$ cat src/rtl/tp84_video_counter.sv
// Master H/V raster counter for the TimePilot84 video board (74LS161 chain model).
// Produces raw 9-bit counts plus blank, sync, vblank IRQ and field timing.
module tp84_video_counter #(
   parameter logic [8:0] H_START   = 9'd128,
   parameter logic [8:0] V_START   = 9'd248,
   parameter logic [8:0] HBL_END   = 9'd256,
   parameter logic [8:0] HS_START  = 9'd176,
   parameter logic [8:0] HS_END    = 9'd208,
   parameter logic [8:0] VBL_START = 9'd496,
   parameter logic [8:0] VBL_END   = 9'd272,
   parameter logic [8:0] VS_START  = 9'd248,
   parameter logic [8:0] VS_END    = 9'd256
) (
   input  logic       clk,
   input  logic       reset_n,
   input  logic       pix_cen,
   output logic [8:0] h_cnt,
   output logic [8:0] v_cnt,
   output logic       hblank,
   output logic       vblank,
   output logic       hsync,
   output logic       vsync,
   output logic       vbl_irq,
   output logic       field
);

   logic [8:0] h_nxt;
   logic [8:0] v_nxt;
   logic       field_nxt;
   logic       irq_nxt;

   function automatic logic hblank_of(input logic [8:0] h);
      return h < HBL_END;
   endfunction

   function automatic logic hsync_of(input logic [8:0] h);
      return (h >= HS_START) && (h < HS_END);
   endfunction

   function automatic logic vblank_of(input logic [8:0] v);
      return (v >= VBL_START) || (v < VBL_END);
   endfunction

   function automatic logic vsync_of(input logic [8:0] v);
      return (v >= VS_START) && (v < VS_END);
   endfunction

   // V steps only on the H wrap; the IRQ fires on the edge that lands on VBL_START.
   always_comb begin
      h_nxt     = h_cnt;
      v_nxt     = v_cnt;
      field_nxt = field;
      irq_nxt   = 1'b0;
      if (pix_cen) begin
         if (h_cnt == 9'd511) begin
            h_nxt = H_START;
            if (v_cnt == 9'd511) begin
               v_nxt     = V_START;
               field_nxt = ~field;
            end else begin
               v_nxt = v_cnt + 9'd1;
            end
            irq_nxt = (v_nxt == VBL_START);
         end else begin
            h_nxt = h_cnt + 9'd1;
         end
      end
   end

   // Flags are decoded from the next-state counts so they line up with the counts.
   always_ff @(posedge clk) begin
      if (!reset_n) begin
         h_cnt   <= H_START;
         v_cnt   <= V_START;
         field   <= 1'b0;
         vbl_irq <= 1'b0;
         hblank  <= hblank_of(H_START);
         hsync   <= hsync_of(H_START);
         vblank  <= vblank_of(V_START);
         vsync   <= vsync_of(V_START);
      end else begin
         h_cnt   <= h_nxt;
         v_cnt   <= v_nxt;
         field   <= field_nxt;
         vbl_irq <= irq_nxt;
         hblank  <= hblank_of(h_nxt);
         hsync   <= hsync_of(h_nxt);
         vblank  <= vblank_of(v_nxt);
         vsync   <= vsync_of(v_nxt);
      end
   end

endmodule

$ cat config.mk
export PLATFORM = sky130hd
export DESIGN_NAME = tp84_video_counter
export DESIGN_NICKNAME = d
export VERILOG_FILES = /design/src/rtl/tp84_video_counter.sv
export SDC_FILE = /design/constraint.sdc
export NUM_CORES = 1
export LEC_CHECK = 0
export ABC_AREA = 0
export CAP_MARGIN = 20
export CELL_PAD_IN_SITES_DETAIL_PLACEMENT = 0
export CELL_PAD_IN_SITES_GLOBAL_PLACEMENT = 1
export CORE_MARGIN = 3
export CORE_UTILIZATION = 37
export DETAILED_ROUTE_END_ITERATION = 10
export GPL_ROUTABILITY_DRIVEN = 0
export GPL_TIMING_DRIVEN = 0
export PLACE_DENSITY_LB_ADDON = 0.12
export SYNTH_ARGS = -nofsm -noshare
export SYNTH_HDL_FRONTEND = slang
export SYNTH_SLANG_ARGS = --single-unit
$ cat constraint.sdc
create_clock -name clk -period 3.1 [get_ports clk]
set_input_delay 0.31 -clock clk [delete_from_list [all_inputs] [get_ports clk]]
set_output_delay 0.31 -clock clk [all_outputs]
set_load 0.005 [all_outputs]
==> run_results.csv <==
group,metric,value,unit
job,drv_cap,0,
die,die_h,67.0,um
timing,setup_viol,0,
timing,fin_crit_sh,0.926,
synthesis,synth_warnings,0,
clock_network,postCtsSetupBuffers,0,
timing,min_period,2.87,ns
timing,hold_viol_final,0,
timing,worst_slew_margin_rel,0.718,
hold_path,hold_class,"flip-flop to flip-flop",
synthesis,syn_inst,169,
die,die_w,67.0,um
clock_network,insertion_delay,0.26,ns
synthesis,synthAdderAreaFrac,0.0545,
timing,tightest_slew,0.423,ns
cells_and_area,area_delta_synth_final,28.2,%
worst_setup_path,worstSetupStartpointType,"flip-flop",
timing,tns,0,ns
die,core,3470,um2
cells_and_area,fillers,355,
timing,skew,0.00142,ns
synthesis,synth-seq-cells,24,
synthesis,ys.flop_type,"dfxtp_1",
worst_setup_path,cp.required,3.30,ns
routing,drt-total-wl,3400,um
clock_network,cts_tree,"built",
die,num_rows,21,
grt,grt_antenna_before_repair,0,
worst_setup_path,critPathCaptureType,"flip-flop",
timing,hold_ws,0.542,ns
status,outcome,"complete, no violations",
grt,grt_max_degree,15,
clock_network,cts_buffer_depth,2,
grt,first_global_vias,1248,
grt,grtUsageTotal,0.167,
power,power_density,358,nW/um2
die,initial_utilization,0.397,
clock_network,clkTransAtPathRegs,0.09,ns
worst_setup_path,critPathKind,"flip-flop to flip-flop",
synthesis,synth.mux.area_fraction,0.0154,
routing,vias_per_cell,5.30,
routing,firstDrtPassIters,4,
power,p_leak,0.000686,uW
synthesis,synth_area,1380,um2
worst_setup_path,path_max_fanout,10,
cells_and_area,post-route-util,0.509,
clock_network,htreeDepth,1,
synthesis,synth_top_area_share,0.349,
clock_network,cts_root_buf,"clkbuf_8",
synthesis,synth-simple-area-share,0.291,
timing,drv_slew,0,
cells_and_area,finalNonFillerCells,245,
place,io_buffers,26,
routing,num_vias,1299,
die,pin_count,27,
die,die_area,4490,um2
synthesis,ys_types,42,
clock_network,cts_resized,0,
routing,drc_errors,0,
clock_network,ctsHoldBuffers,0,
cells_and_area,final_nets,209,
routing,drt_iter0_drc,94,
timing,rsz0062_at_grt,"false",
synthesis,synth_edf_count,0,
clock_network,numCtsBuffers,3,
routing,ant_nets,0,
synthesis,syn_area_per_cell,8.15,um2
synthesis,ys_seq_area_frac,0.349,
synthesis,synth_top_cell_by_area,"dfxtp_1",
synthesis,synth_xor_area_frac,0.0699,
place,place.detailed.hpwl,2530,um
synthesis,synth-compound-area-share,0.162,
power,max-vdd-ir-drop,266,uV
synthesis,synth_top_family_by_area,"simple AND/OR/NAND/NOR gates",
cells_and_area,antenna_cells,0,
power,total_power,632,uW
synthesis,synth_nets,178,
worst_setup_path,critPathArrivalTime,3.07,ns
place,dp_cells,241,
synthesis,postSynth.asyncResetShare,0,
clock_network,cts.sinks,24,
grt,grt.overflow.total,0,
routing,wl_per_cell,13.9,um
synthesis,synthTopCellsByArea,"dfxtp_1 35%, ha_1 5.4%, nand2_1 4.9%, xor2_1 4.5%, nand3_1 4.0%",
grt,grt_pass1_wl,5860,um
cells_and_area,layout-drive-gt1-share,0.0754,
timing,fmax,348,MHz
==> placed cells by master, fill, tap and decap left out, types with 2 or more instances in the layout <==
| cell type | Yosys | routed |
|---|---|---|
| clkbuf_8 | 0 | 3 |
| and2_1 | 4 | 4 |
| o21a_1 | 2 | 2 |
| nand2_1 | 18 | 18 |
| a211o_1 | 2 | 2 |
| dfxtp_1 | 24 | 24 |
| and3_1 | 5 | 5 |
| ha_1 | 6 | 6 |
| buf_4 | 2 | 2 |
| buf_2 | 5 | 5 |
| nor3b_1 | 3 | 3 |
| nor3_1 | 5 | 5 |
| nand4_1 | 5 | 5 |
| nand3_1 | 11 | 11 |
| inv_1 | 3 | 3 |
| a21oi_1 | 6 | 6 |
| xnor2_1 | 4 | 4 |
| a31oi_1 | 2 | 2 |
| o21ai_0 | 10 | 10 |
| a21boi_0 | 3 | 3 |
| nor2b_1 | 5 | 5 |
| nor2_1 | 11 | 11 |
| clkbuf_1 | 5 | 5 |
| or3_1 | 2 | 2 |
| clkdlybuf4s50_1 | 0 | 26 |
| nor4b_1 | 2 | 2 |
| xor2_1 | 7 | 7 |
==> cell families after synthesis <==
logic type               count (synthesis)
flip-flops                              24
buffers and inverters                   16
AND/OR/NAND/NOR                         76
multiplexers                             2
adder cells (fa/ha/maj)                  6
AO/OA/AOI/OAI                           34
XOR/XNOR                                11
==> cell usage after synthesis, types with 2 or more instances <==
cell type,instances
ha_1,6
buf_4,2
o21a_1,2
and3_1,5
o21ai_0,10
inv_1,3
nor2_1,11
a21boi_0,3
nand2_1,18
nor3_1,5
nor2b_1,5
nand3_1,11
xor2_1,7
nand4_1,5
a31oi_1,2
and2_1,4
buf_2,5
clkbuf_1,5
a211o_1,2
dfxtp_1,24
nor4b_1,2
a21oi_1,6
or3_1,2
nor3b_1,3
xnor2_1,4
==> per-layer routing <==
layer,vias to the layer above,share of wire,GRT usage
li1,656,-,-
met1,607,0.46,0.212
met2,32,0.49,0.281
met3,4,0.046,0.0405
met4,0,0.011,0.0380
met5,-,0,0
==> layout make-up <==
type | instances | area (um2) | share of cell area
plain buffers | 13 | 70.1 | 0.0397
clock buffers | 3 | 41.3 | 0.0234
clock inverters | 1 | 30.0 | 0.0170
inverters | 3 | 11.3 | 0.00637
multi-input cells | 129 | 816 | 0.462
flip-flops and latches | 24 | 480 | 0.272
well taps | 46 | 57.6 | 0.0326
repair buffers | 26 | 260 | 0.147
==> power by group <==
part | switching, uW | internal [uW]
Combinational | 20.8 | 21.3
Sequential | 3.17 | 312
Clock | 102 | 173
==> state kept, by name, indices dropped and copies added (netlist names) <==
name and cells:
vbl_irq 1, field 1, vsync 1, hblank 1, v_cnt 9, vblank 1
h_cnt 9, hsync 1
==> through the flow <==
step	worst slack [ns]	area, um2
3_5_place_dp	0.272	1700
3_3_place_gp	0.292	1700
2_1_floorplan	0.632	1380
5_1_grt	0.0137	1770
4_1_cts	0.214	1770
6_report	0.230	1770
==> final timing paths <==
check             cells after the start                 from                  end  slack [ns]
hold / removal                        2  h_cnt[1]$_SDFF_PN0_  h_cnt[1]$_SDFF_PN0_        0.54
hold reg to reg                       2  h_cnt[1]$_SDFF_PN0_  h_cnt[1]$_SDFF_PN0_        0.54
setup reg to reg                     11  v_cnt[0]$_SDFF_PN0_     vsync$_SDFF_PN1_        0.23
setup / recovery                     11  v_cnt[0]$_SDFF_PN0_     vsync$_SDFF_PN1_        0.23
==> worst max-delay path, stage by stage, from the launching register on <==
cell and delay, ns:
dfxtp_1 0.47, ha_1 0.31, and3_1 0.28, and3_1 0.27, and3_1 0.21, ha_1 0.15, buf_2 0.20, and3b_1 0.26
nand4_1 0.11, o211ai_1 0.13, a211o_1 0.28, o21ai_1 0.13
Power figures use the tool's default switching activity.
